[src/rtl/conv1d_seq_pkg.sv]
// Shared constants, CFU command codes and sequencer state encoding for the conv1d command sequencer.
package conv1d_seq_pkg;

    localparam int MAX_WIDTH     = 1024;
    localparam int MAX_DEPTH     = 128;
    localparam int KERNEL_LENGTH = 8;
    localparam int ORIGIN_OFFSET = 3;

    localparam logic [6:0] CMD_RESET      = 7'd0;
    localparam logic [6:0] CMD_WR_INPUT   = 7'd10;
    localparam logic [6:0] CMD_WR_KERNEL  = 7'd11;
    localparam logic [6:0] CMD_SET_OFFSET = 7'd20;
    localparam logic [6:0] CMD_SET_WIDTH  = 7'd25;
    localparam logic [6:0] CMD_SET_DEPTH  = 7'd26;
    localparam logic [6:0] CMD_SET_BIAS   = 7'd27;
    localparam logic [6:0] CMD_COMPUTE    = 7'd41;
    localparam logic [6:0] CMD_SET_ORIGIN = 7'd42;
    localparam logic [6:0] CMD_READ_ACC   = 7'd43;
    localparam logic [6:0] CMD_NOP        = 7'd127;

    typedef enum logic [3:0] {
        ST_IDLE,
        ST_CHECK,
        ST_CLEAR,
        ST_PARAM,
        ST_LOAD_W,
        ST_LOAD_X,
        ST_ORIGIN,
        ST_COMPUTE,
        ST_FETCH,
        ST_CAPTURE,
        ST_EMIT,
        ST_DONE
    } state_t;

endpackage

[src/rtl/conv1d_cmd_sequencer_if.sv]
// Control, byte-stream, result-stream and CFU command signals of the conv1d sequencer.
interface conv1d_cmd_sequencer_if;

    logic        start;
    logic [31:0] cfg_width;
    logic [31:0] cfg_depth;
    logic [31:0] cfg_input_offset;
    logic [31:0] cfg_bias;
    logic        busy;
    logic        done;
    logic        err;
    logic        s_valid;
    logic        s_ready;
    logic [7:0]  s_data;
    logic        m_valid;
    logic        m_ready;
    logic [31:0] m_data;
    logic [6:0]  cfu_cmd;
    logic [31:0] cfu_inp0;
    logic [31:0] cfu_inp1;
    logic [31:0] cfu_ret;

    modport master (
        input  start, cfg_width, cfg_depth, cfg_input_offset, cfg_bias,
        input  s_valid, s_data, m_ready, cfu_ret,
        output busy, done, err, s_ready, m_valid, m_data,
        output cfu_cmd, cfu_inp0, cfu_inp1
    );

    modport slave (
        output start, cfg_width, cfg_depth, cfg_input_offset, cfg_bias,
        output s_valid, s_data, m_ready, cfu_ret,
        input  busy, done, err, s_ready, m_valid, m_data,
        input  cfu_cmd, cfu_inp0, cfu_inp1
    );

endinterface

[src/rtl/conv1d_seq_cmd_reg.sv]
// Registered CFU command driver: holds a requested command for exactly one cycle, NOP otherwise.
module conv1d_seq_cmd_reg
    import conv1d_seq_pkg::*;
(
    input  logic        clk,
    input  logic        reset,
    input  logic        issue,
    input  logic [6:0]  cmd_d,
    input  logic [31:0] inp0_d,
    input  logic [31:0] inp1_d,
    output logic [6:0]  cmd,
    output logic [31:0] inp0,
    output logic [31:0] inp1
);

    always_ff @(posedge clk or posedge reset) begin
        if (reset) begin
            cmd  <= CMD_NOP;
            inp0 <= '0;
            inp1 <= '0;
        end else if (issue) begin
            cmd  <= cmd_d;
            inp0 <= inp0_d;
            inp1 <= inp1_d;
        end else begin
            cmd  <= CMD_NOP;
            inp0 <= '0;
            inp1 <= '0;
        end
    end

endmodule

[src/rtl/conv1d_cmd_sequencer.sv]
// Per-layer conv1d CFU driver: clear, parameters, kernel/input streaming, per-position compute and readback.
// Build option CONV1D_SEQ_RELU_EN clamps captured accumulators at zero.
module conv1d_cmd_sequencer
    import conv1d_seq_pkg::*;
(
    input  logic                   clk,
    input  logic                   reset,
    conv1d_cmd_sequencer_if.master bus
);

    state_t      state;
    logic [31:0] width_q, depth_q, offset_q, bias_q;
    logic [16:0] idx;
    logic [10:0] out_x;
    logic [1:0]  param_idx;
    logic        busy_q, done_q, err_q, s_ready_q, m_valid_q;
    logic [31:0] m_data_q;

    logic        issue;
    logic [6:0]  cmd_d;
    logic [31:0] inp0_d, inp1_d;
    logic        beat;
    logic [17:0] kern_count, in_count;
    logic        cfg_ok;

    assign beat       = s_ready_q && bus.s_valid;
    assign kern_count = 18'(KERNEL_LENGTH) * {10'd0, depth_q[7:0]};
    assign in_count   = {7'd0, width_q[10:0]} * {10'd0, depth_q[7:0]};
    assign cfg_ok     = (width_q >= 32'd1) && (width_q <= 32'(MAX_WIDTH)) &&
                        (depth_q >= 32'd1) && (depth_q <= 32'(MAX_DEPTH));

    assign bus.busy    = busy_q;
    assign bus.done    = done_q;
    assign bus.err     = err_q;
    assign bus.s_ready = s_ready_q;
    assign bus.m_valid = m_valid_q;
    assign bus.m_data  = m_data_q;

    // Requests are registered by the command driver, so the CFU sees them the cycle after the state.
    always_comb begin
        issue  = 1'b0;
        cmd_d  = CMD_NOP;
        inp0_d = '0;
        inp1_d = '0;
        case (state)
            ST_CLEAR: begin
                issue = 1'b1;
                cmd_d = CMD_RESET;
            end
            ST_PARAM: begin
                issue = 1'b1;
                case (param_idx)
                    2'd0:    begin cmd_d = CMD_SET_OFFSET; inp1_d = offset_q; end
                    2'd1:    begin cmd_d = CMD_SET_WIDTH;  inp1_d = width_q;  end
                    2'd2:    begin cmd_d = CMD_SET_DEPTH;  inp1_d = depth_q;  end
                    default: begin cmd_d = CMD_SET_BIAS;   inp1_d = bias_q;   end
                endcase
            end
            ST_LOAD_W, ST_LOAD_X: begin
                if (beat) begin
                    issue  = 1'b1;
                    cmd_d  = (state == ST_LOAD_W) ? CMD_WR_KERNEL : CMD_WR_INPUT;
                    inp0_d = {15'd0, idx};
                    inp1_d = {24'd0, bus.s_data};
                end
            end
            ST_ORIGIN: begin
                issue  = 1'b1;
                cmd_d  = CMD_SET_ORIGIN;
                inp1_d = {21'd0, out_x} - 32'(ORIGIN_OFFSET);
            end
            ST_COMPUTE: begin
                issue = 1'b1;
                cmd_d = CMD_COMPUTE;
            end
            ST_FETCH: begin
                issue = 1'b1;
                cmd_d = CMD_READ_ACC;
            end
            default: ;
        endcase
    end

    always_ff @(posedge clk or posedge reset) begin
        if (reset) begin
            state     <= ST_IDLE;
            width_q   <= '0;
            depth_q   <= '0;
            offset_q  <= '0;
            bias_q    <= '0;
            idx       <= '0;
            out_x     <= '0;
            param_idx <= '0;
            busy_q    <= 1'b0;
            done_q    <= 1'b0;
            err_q     <= 1'b0;
            s_ready_q <= 1'b0;
            m_valid_q <= 1'b0;
            m_data_q  <= '0;
        end else begin
            done_q <= 1'b0;
            case (state)
                ST_IDLE: begin
                    if (bus.start) begin
                        width_q  <= bus.cfg_width;
                        depth_q  <= bus.cfg_depth;
                        offset_q <= bus.cfg_input_offset;
                        bias_q   <= bus.cfg_bias;
                        busy_q   <= 1'b1;
                        err_q    <= 1'b0;
                        state    <= ST_CHECK;
                    end
                end
                ST_CHECK: begin
                    if (cfg_ok) begin
                        state <= ST_CLEAR;
                    end else begin
                        err_q  <= 1'b1;
                        busy_q <= 1'b0;
                        done_q <= 1'b1;
                        state  <= ST_DONE;
                    end
                end
                ST_CLEAR: begin
                    param_idx <= '0;
                    state     <= ST_PARAM;
                end
                ST_PARAM: begin
                    param_idx <= param_idx + 2'd1;
                    if (param_idx == 2'd3) begin
                        idx       <= '0;
                        s_ready_q <= 1'b1;
                        state     <= ST_LOAD_W;
                    end
                end
                ST_LOAD_W: begin
                    if (beat) begin
                        if ({1'b0, idx} == kern_count - 18'd1) begin
                            idx   <= '0;
                            state <= ST_LOAD_X;
                        end else begin
                            idx <= idx + 17'd1;
                        end
                    end
                end
                ST_LOAD_X: begin
                    if (beat) begin
                        if ({1'b0, idx} == in_count - 18'd1) begin
                            s_ready_q <= 1'b0;
                            out_x     <= '0;
                            state     <= ST_ORIGIN;
                        end else begin
                            idx <= idx + 17'd1;
                        end
                    end
                end
                ST_ORIGIN:  state <= ST_COMPUTE;
                ST_COMPUTE: state <= ST_FETCH;
                ST_FETCH:   state <= ST_CAPTURE;
                ST_CAPTURE: begin
`ifdef CONV1D_SEQ_RELU_EN
                    m_data_q <= bus.cfu_ret[31] ? 32'd0 : bus.cfu_ret;
`else
                    m_data_q <= bus.cfu_ret;
`endif
                    m_valid_q <= 1'b1;
                    state     <= ST_EMIT;
                end
                ST_EMIT: begin
                    if (bus.m_ready) begin
                        m_valid_q <= 1'b0;
                        if (out_x == width_q[10:0] - 11'd1) begin
                            busy_q <= 1'b0;
                            done_q <= 1'b1;
                            state  <= ST_DONE;
                        end else begin
                            out_x <= out_x + 11'd1;
                            state <= ST_ORIGIN;
                        end
                    end
                end
                ST_DONE:  state <= ST_IDLE;
                default:  state <= ST_IDLE;
            endcase
        end
    end

    conv1d_seq_cmd_reg u_cmd_reg (
        .clk    (clk),
        .reset  (reset),
        .issue  (issue),
        .cmd_d  (cmd_d),
        .inp0_d (inp0_d),
        .inp1_d (inp1_d),
        .cmd    (bus.cfu_cmd),
        .inp0   (bus.cfu_inp0),
        .inp1   (bus.cfu_inp1)
    );

endmodule

[src/flat_wrapper.sv]
// flat-port wrapper written by rule: the top's interface ports become plain ports
module conv1d_cmd_sequencer_flat import conv1d_seq_pkg::*;
  (clk, reset, bus_start, bus_cfg_width, bus_cfg_depth, bus_cfg_input_offset, bus_cfg_bias, bus_s_valid, bus_s_data, bus_m_ready, bus_cfu_ret, bus_busy, bus_done, bus_err, bus_s_ready, bus_m_valid, bus_m_data, bus_cfu_cmd, bus_cfu_inp0, bus_cfu_inp1);
  conv1d_cmd_sequencer_if bus_i ();
  input  logic clk;
  input  logic reset;
  input wire logic [$bits(bus_i.start)-1:0] bus_start;
  input wire logic [$bits(bus_i.cfg_width)-1:0] bus_cfg_width;
  input wire logic [$bits(bus_i.cfg_depth)-1:0] bus_cfg_depth;
  input wire logic [$bits(bus_i.cfg_input_offset)-1:0] bus_cfg_input_offset;
  input wire logic [$bits(bus_i.cfg_bias)-1:0] bus_cfg_bias;
  input wire logic [$bits(bus_i.s_valid)-1:0] bus_s_valid;
  input wire logic [$bits(bus_i.s_data)-1:0] bus_s_data;
  input wire logic [$bits(bus_i.m_ready)-1:0] bus_m_ready;
  input wire logic [$bits(bus_i.cfu_ret)-1:0] bus_cfu_ret;
  output wire logic [$bits(bus_i.busy)-1:0] bus_busy;
  output wire logic [$bits(bus_i.done)-1:0] bus_done;
  output wire logic [$bits(bus_i.err)-1:0] bus_err;
  output wire logic [$bits(bus_i.s_ready)-1:0] bus_s_ready;
  output wire logic [$bits(bus_i.m_valid)-1:0] bus_m_valid;
  output wire logic [$bits(bus_i.m_data)-1:0] bus_m_data;
  output wire logic [$bits(bus_i.cfu_cmd)-1:0] bus_cfu_cmd;
  output wire logic [$bits(bus_i.cfu_inp0)-1:0] bus_cfu_inp0;
  output wire logic [$bits(bus_i.cfu_inp1)-1:0] bus_cfu_inp1;
  assign bus_i.start = bus_start;
  assign bus_i.cfg_width = bus_cfg_width;
  assign bus_i.cfg_depth = bus_cfg_depth;
  assign bus_i.cfg_input_offset = bus_cfg_input_offset;
  assign bus_i.cfg_bias = bus_cfg_bias;
  assign bus_i.s_valid = bus_s_valid;
  assign bus_i.s_data = bus_s_data;
  assign bus_i.m_ready = bus_m_ready;
  assign bus_i.cfu_ret = bus_cfu_ret;
  assign bus_busy = bus_i.busy;
  assign bus_done = bus_i.done;
  assign bus_err = bus_i.err;
  assign bus_s_ready = bus_i.s_ready;
  assign bus_m_valid = bus_i.m_valid;
  assign bus_m_data = bus_i.m_data;
  assign bus_cfu_cmd = bus_i.cfu_cmd;
  assign bus_cfu_inp0 = bus_i.cfu_inp0;
  assign bus_cfu_inp1 = bus_i.cfu_inp1;
  conv1d_cmd_sequencer u_core (.clk(clk), .reset(reset), .bus(bus_i));
endmodule
[config.mk]
export PLATFORM = sky130hd
export DESIGN_NAME = conv1d_cmd_sequencer_flat
export DESIGN_NICKNAME = d
export VERILOG_FILES = /design/src/rtl/conv1d_seq_pkg.sv /design/src/rtl/conv1d_cmd_sequencer_if.sv /design/src/rtl/conv1d_seq_cmd_reg.sv /design/src/rtl/conv1d_cmd_sequencer.sv /design/src/flat_wrapper.sv
export SDC_FILE = /design/constraint.sdc
export NUM_CORES = 1
export LEC_CHECK = 0
export ABC_AREA = 0
export CAP_MARGIN = 20
export CELL_PAD_IN_SITES_DETAIL_PLACEMENT = 0
export CELL_PAD_IN_SITES_GLOBAL_PLACEMENT = 1
export CORE_ASPECT_RATIO = 1.25
export CORE_MARGIN = 2
export CORE_UTILIZATION = 38
export CTS_CLUSTER_SIZE = 25
export DETAILED_ROUTE_END_ITERATION = 8
export HOLD_SLACK_MARGIN = 0.15
export PLACE_DENSITY = 0.84
export SYNTH_ARGS = -nofsm -noshare
export SYNTH_HDL_FRONTEND = slang
export SYNTH_SLANG_ARGS = --single-unit
[constraint.sdc]
create_clock -name clk -period 8.5 [get_ports clk]
set_clock_uncertainty 0.05 [all_clocks]
set_input_delay 1.275 -clock clk [delete_from_list [all_inputs] [get_ports clk]]
set_output_delay 1.275 -clock clk [all_outputs]
set_load 0.02 [all_outputs]
==> results of run 1 <==
## layer usage
metal	GRT usage [%]	share of wire [%]
met1	24.1	37
met5	0	0.15
met2	36.3	51
met4	9.13	4.5
met3	5.63	7.7
## cells in the mapped netlist, drive strengths merged, types with 3 or more instances
| library cell | n |
|---|---|
| a211o | 3 |
| o31ai | 35 |
| mux2 | 161 |
| inv | 75 |
| o41ai | 3 |
| mux2i | 3 |
| a21o | 19 |
| and2 | 26 |
| nor2b | 13 |
| a222oi | 32 |
| nand2b | 9 |
| a21oi | 55 |
| o221ai | 6 |
| nor3 | 19 |
| xnor2 | 43 |
| nor4 | 12 |
| ha | 54 |
| o21ai | 55 |
| a31oi | 11 |
| fa | 59 |
| nand3b | 4 |
| nand2 | 116 |
| buf | 50 |
| nand4 | 11 |
| or4 | 6 |
| nor3b | 4 |
| o22ai | 5 |
| nand3 | 36 |
| or3 | 5 |
| xor2 | 19 |
| a2111oi | 3 |
| o211ai | 9 |
| dfrtp | 248 |
| dfstp | 7 |
| nor2 | 79 |
| and3 | 8 |
| clkbuf | 81 |
## worst min-delay path by stage
stage | start | end | slack, ns | cells past startpoint
after floorplan | u_core.bias_q[1] | u_core.u_cmd_reg.inp1[1] | 0.41 | 2
after global routing | u_core.bus.m_valid | u_core.bus.m_valid | 0.46 | 1
after CTS | u_core.bus.m_valid | u_core.bus.m_valid | 0.44 | 1
final | u_core.bus.m_valid | u_core.bus.m_valid | 0.44 | 1
after detailed placement | u_core.bus.m_valid | u_core.bus.m_valid | 0.42 | 1
after global placement | u_core.bus.m_valid | u_core.bus.m_valid | 0.42 | 1
## worst max-delay path: stages, from the launching register on
cell and delay, ns:
dfrtp_1 0.75, nand2_1 0.18, fa_1 0.57, fa_1 0.45, fa_1 0.52, fa_1 0.57
inv_1 0.05, ha_1 0.38, a21oi_1 0.29, o21ai_0 0.19, a31oi_1 0.21, o211ai_1 0.09
or4_1 0.52, nor4_2 0.32, nor3b_4 0.75, or3_1 0.74, o41ai_1 0.18
## kinds of logic after synthesis
logic type | after synthesis | share of synthesized area [%]
AO/OA/AOI/OAI | 258 | 11.9
XOR/XNOR | 62 | 3.58
adder cells (fa/ha/maj) | 113 | 12.3
buffers and inverters | 207 | 6.45
flip-flops | 255 | 42.2
multiplexers | 164 | 12.2
other | 1 | 0.0247
AND/OR/NAND/NOR | 356 | 11.4
## through the flow
| stage | instances | hold WS, ns | area [µm²] | setup WS [ns] |
|---|---|---|---|---|
| 6_report | 2127 | 0.437 | 18900 | 1.53 |
| 3_3_place_gp | 2071 | 0.416 | 17900 | 1.77 |
| 3_5_place_dp | 2071 | 0.419 | 17900 | 1.61 |
| 4_1_cts | 2124 | 0.437 | 18900 | 1.58 |
| 2_1_floorplan | 1430 | 0.406 | 15200 | 0.173 |
| 5_1_grt | 2126 | 0.457 | 18900 | 1.11 |
## final cells by class
class | instances | area (µm²) | area share [%]
well taps | 498 | 623 | 3.29
clock inverters | 13 | 130 | 0.687
inverters | 75 | 289 | 1.53
diodes | 1 | 2.50 | 0.0132
clock buffers | 40 | 847 | 4.47
flip-flops and latches | 255 | 6390 | 33.8
repair buffers | 277 | 2780 | 14.7
multi-input cells | 968 | 7880 | 41.6
## registers in the layout, summed over array words and instances (netlist names)
name	cells
u_core.depth_q	32
u_core.u_cmd_reg.inp0	17
u_core.u_cmd_reg.inp1	32
u_core.out_x	11
u_core.bus.busy	1
u_core.bus.m_valid	1
u_core.param_idx	2
u_core.state	4
u_core.bias_q	32
u_core.offset_q	32
u_core.bus.s_ready	1
u_core.u_cmd_reg.cmd	7
u_core.idx	17
u_core.bus.done	1
u_core.bus.err	1
u_core.width_q	32
u_core.bus.m_data	32
==> impl_metrics.ini, run 1 <==
[clock_network]
numCtsBuffers = 29
htree_levels = 1
cts_tree = built
root_buffer = clkbuf_16
cts_sinks = 255
clockBufferDepth = 3
clk_pin_slew_ns = 0.07
cts_setup_buffers = 0
hold_buffers = 0
worstSkewPairLatency_ns = 0.58
cts_resized = 0

[sta]
grt_setup_unrepaired = false
period_minus_slack_ns = 6.97
setup_tns_ns = 0
drv_slew = 0
timing.fmax_mhz = 144
worst_pin_slew_ns = 1.02
hold_viol = 0
relSlewSlack_pct = 31.5
finalCritPeriodShare_pct = 82.0
finalSetupViolations = 0

[grt]
antenna_found_initial = 6
grt_pass1_wl_mm = 67.7
gr-usage-all-layers_pct = 20.8
grt_start_max_net_pins = 143
grt_pass1_vias = 12100
overflow = 0

[critical_path]
critPathLaunch = u_core.depth_q[4]
reg2reg_to = u_core.idx[10]
r2r_setup_slack_ns = 1.53
critPathCapture = u_core.idx[10]
worstPathArrival_ns = 7.34
cp_max_fo = 21
crit_required_ns = 8.87
path_class = reg2reg
start_kind = flop
r2r_start = u_core.depth_q[4]
cp-end-kind = flop
reg2regPathDepth = 16

[synth]
ys_ff_latch = 255
synth.top_cell.area_share_pct = 41.0
ys.flop_type = dfrtp_1
synth_area_leaders = dfrtp_1 (41%), mux2_2 (12%), fa_1 (7.8%)
synth_top_area_cell = dfrtp_1
seq_area_frac_synth_pct = 42.2
synth_async_sr_flop_share_pct = 100
syn-instance-count = 1416
yosys_warnings = 0
synth.distinct_cells = 78
syn_area_um2 = 15200
synth_edf_count = 0
avgSynthCellArea_um2 = 10.7

[routing]
drc = 0
totalWireLength_mm = 43.3
via_count = 11700
dr.pass1.iters = 8
routedWlPerCell_um = 20.3
drt_iter0_drc = 850
ant_nets = 0
vias_per_cell = 5.49

[finish]
syn_to_final_growth_pct = 24.9
final_core_util_pct = 48.3
final_cell_mix = clkdlybuf4s50_1 (265), dfrtp_1 (248), mux2_2 (161)
fin_nets = 1892
final_common_cell = clkdlybuf4s50_1
drive_above_1_share_pct = 15.8
n_fill_cell = 3546

[floorplanning]
start_util_pct = 38.6
ios = 281
fp.dieH_um = 227
rows = 81
dieWidth_um = 183
dieArea_um2 = 41500
core-area_um2 = 39200

[status]
status = complete, no violations

[worst_hold_path]
min_path_type = reg2reg

[placement]
gp_congestion = 0.905
place_hpwl_mm = 31.6
port_buffers = 265

[flow_run]
max-cap-violations = 0
Power of run 1 is not shown: default switching activity piles up to over one toggle a cycle in this logic, so the estimate is an artifact.
==> inputs of run 2 (changes only) <==
--- a/config.mk
+++ b/config.mk
@@ -11,11 +11,11 @@
 export CELL_PAD_IN_SITES_GLOBAL_PLACEMENT = 1
 export CORE_ASPECT_RATIO = 1.25
 export CORE_MARGIN = 2
-export CORE_UTILIZATION = 38
+export CORE_UTILIZATION = 42
 export CTS_CLUSTER_SIZE = 25
 export DETAILED_ROUTE_END_ITERATION = 8
 export HOLD_SLACK_MARGIN = 0.15
-export PLACE_DENSITY = 0.84
+export PLACE_DENSITY = 0.88
 export SYNTH_ARGS = -nofsm -noshare
 export SYNTH_HDL_FRONTEND = slang
 export SYNTH_SLANG_ARGS = --single-unit
==> constraint.sdc (replaced) <==
create_clock -name clk -period 6.7 [get_ports clk]
set_clock_uncertainty 0.05 [all_clocks]
set_input_delay 1.005 -clock clk [delete_from_list [all_inputs] [get_ports clk]]
set_output_delay 1.005 -clock clk [all_outputs]
set_load 0.02 [all_outputs]
==> run 2 against run 1 <==
Critical path depth unchanged. Die area is 9.3% lower. Non-clock buffer count is 6 higher. Sequential share of layout area rose by 0.085 points.
==> impl_metrics.ini, run 2 (synthesis gave the netlist of run 1 again) <==
[status]
status = complete, no violations

[finish]
multi_input_comb_area_um2 = 7880
seq_area_um2 = 6390
drive_above_1_share_pct = 15.7
stdcell_area_um2 = 18900
fin_nets = 1897
final_common_cell = clkdlybuf4s50_1
n_fill_cell = 3138
syn_to_final_growth_pct = 24.6
final_cell_mix = clkdlybuf4s50_1 (265), dfrtp_1 (248), mux2_2 (161)

[routing]
drt_iter0_drc = 1004
dr.pass1.iters = 7
totalWireLength_mm = 43.9
ant_nets = 0
routedWlPerCell_um = 20.8
vias_per_cell = 5.59
drc = 0
via_count = 11800

[floorplanning]
core-area_um2 = 35500
dieArea_um2 = 37600
ios = 281
start_util_pct = 42.7
rows = 77
fp.dieH_um = 216
dieWidth_um = 174

[placement]
gp_congestion = 0.888
place_hpwl_mm = 32.4
port_buffers = 265
dpl_cell_area_um2 = 18000
post-place-ws_ns = 0.595

[sta]
setup_tns_ns = 0
finalWorstSetupSlack_ns = 0.460
timing.fmax_mhz = 160
relSlewSlack_pct = 27.2
period_minus_slack_ns = 6.24
worst_pin_slew_ns = 1.09
grt_setup_unrepaired = false
hold_viol = 0
drv_slew = 0
holdWs_ns = 0.424
finalCritPeriodShare_pct = 93.1
finalSetupViolations = 0

[worst_hold_path]
min_path_type = reg2reg
hp-start = u_core.bus.m_valid
hold-path-cell-count = 1
hold_end = u_core.bus.m_valid

[critical_path]
worstPathCellList = nand2_1, fa_1, fa_1, fa_1, fa_1, inv_1, ha_1, a21oi_1, o21ai_0, a31oi_1, o211ai_1, or4_1, nor4_2, nor3b_4, a21boi_2, a221o_1
critPathMaxStageDelay_ns = 0.75
path_class = reg2reg
crit_path_top_delay_cell = dfrtp_1
worstPathArrival_ns = 6.63
reg2reg_to = u_core.out_x[2]
crit_required_ns = 7.09
start_kind = flop
cp-end-kind = flop
cp_max_fo = 17
reg2regPathDepth = 16
r2r_start = u_core.depth_q[2]
crit_top_cell = fa_1
r2r_setup_slack_ns = 0.46
path_delay_family = adder cells
critPathBufInv = 1

[clock_network]
cts_tree = built
cts_setup_buffers = 0
worstSkewPairLatency_ns = 0.56
clk_pin_slew_ns = 0.07
clockBufferDepth = 3
cts_sinks = 255
root_buffer = clkbuf_16
numCtsBuffers = 28
cts_resized = 0
hold_buffers = 0
htree_levels = 1

[grt]
overflow = 0
grt_pass1_wl_mm = 68.4
grt_start_max_net_pins = 106
grt_pass1_vias = 12200
antenna_found_initial = 4
gr-usage-all-layers_pct = 23.1

[flow_run]
max-cap-violations = 0
-- run 2: cell count changes in the layout (fill, tap and decap cells not counted) --
cell,change
buf_4,+6
buf_12,+1
clkbuf_8,-4
bufinv_16,+1
buf_16,-1
clkbuf_1,+6
inv_16,-1
inv_6,-3
inv_8,-1
clkinv_2,+1
-- run 2: metal layers --
metal	up-vias	wire, µm	track usage, %
li1	5330	-	-
met1	5932	16100	26.3
met2	429	22500	40.8
met3	93	3220	5.44
met4	4	2100	10.7
met5	-	26	0
-- run 2: worst max-delay path by stage --
stage	start	to	cells after the start	slack, ns
2_1_floorplan	u_core.depth_q[4]	u_core.idx[4]	21	1.12
3_3_place_gp	u_core.depth_q[1]	u_core.out_x[2]	16	0.68
3_5_place_dp	u_core.depth_q[2]	u_core.out_x[2]	16	0.60
4_1_cts	u_core.depth_q[2]	u_core.out_x[2]	16	0.57
5_1_grt	u_core.width_q[4]	u_core.out_x[2]	16	0.21
6_report	u_core.depth_q[2]	u_core.out_x[2]	16	0.46
-- run 2: through the flow --
| stage | instances | utilization (%) |
|---|---|---|
| after floorplan | 1430 | - |
| after global placement | 2053 | 50.6 |
| after detailed placement | 2055 | 50.6 |
| after CTS | 2107 | 53.3 |
| after global routing | 2108 | 53.3 |
| final | 2108 | 53.3 |
-- run 2: cell type report --
cell class                      count  area share [%]
Multi-Input combinational cell    968            41.7
Tap cell                          474            3.14
Inverter                           75            1.51
Antenna cell                        1          0.0133
Timing Repair Buffer              283            14.9
Clock inverter                     10           0.590
Sequential cell                   255            33.8
Clock buffer                       42            4.31
Power of run 2 is left out for the same reason.
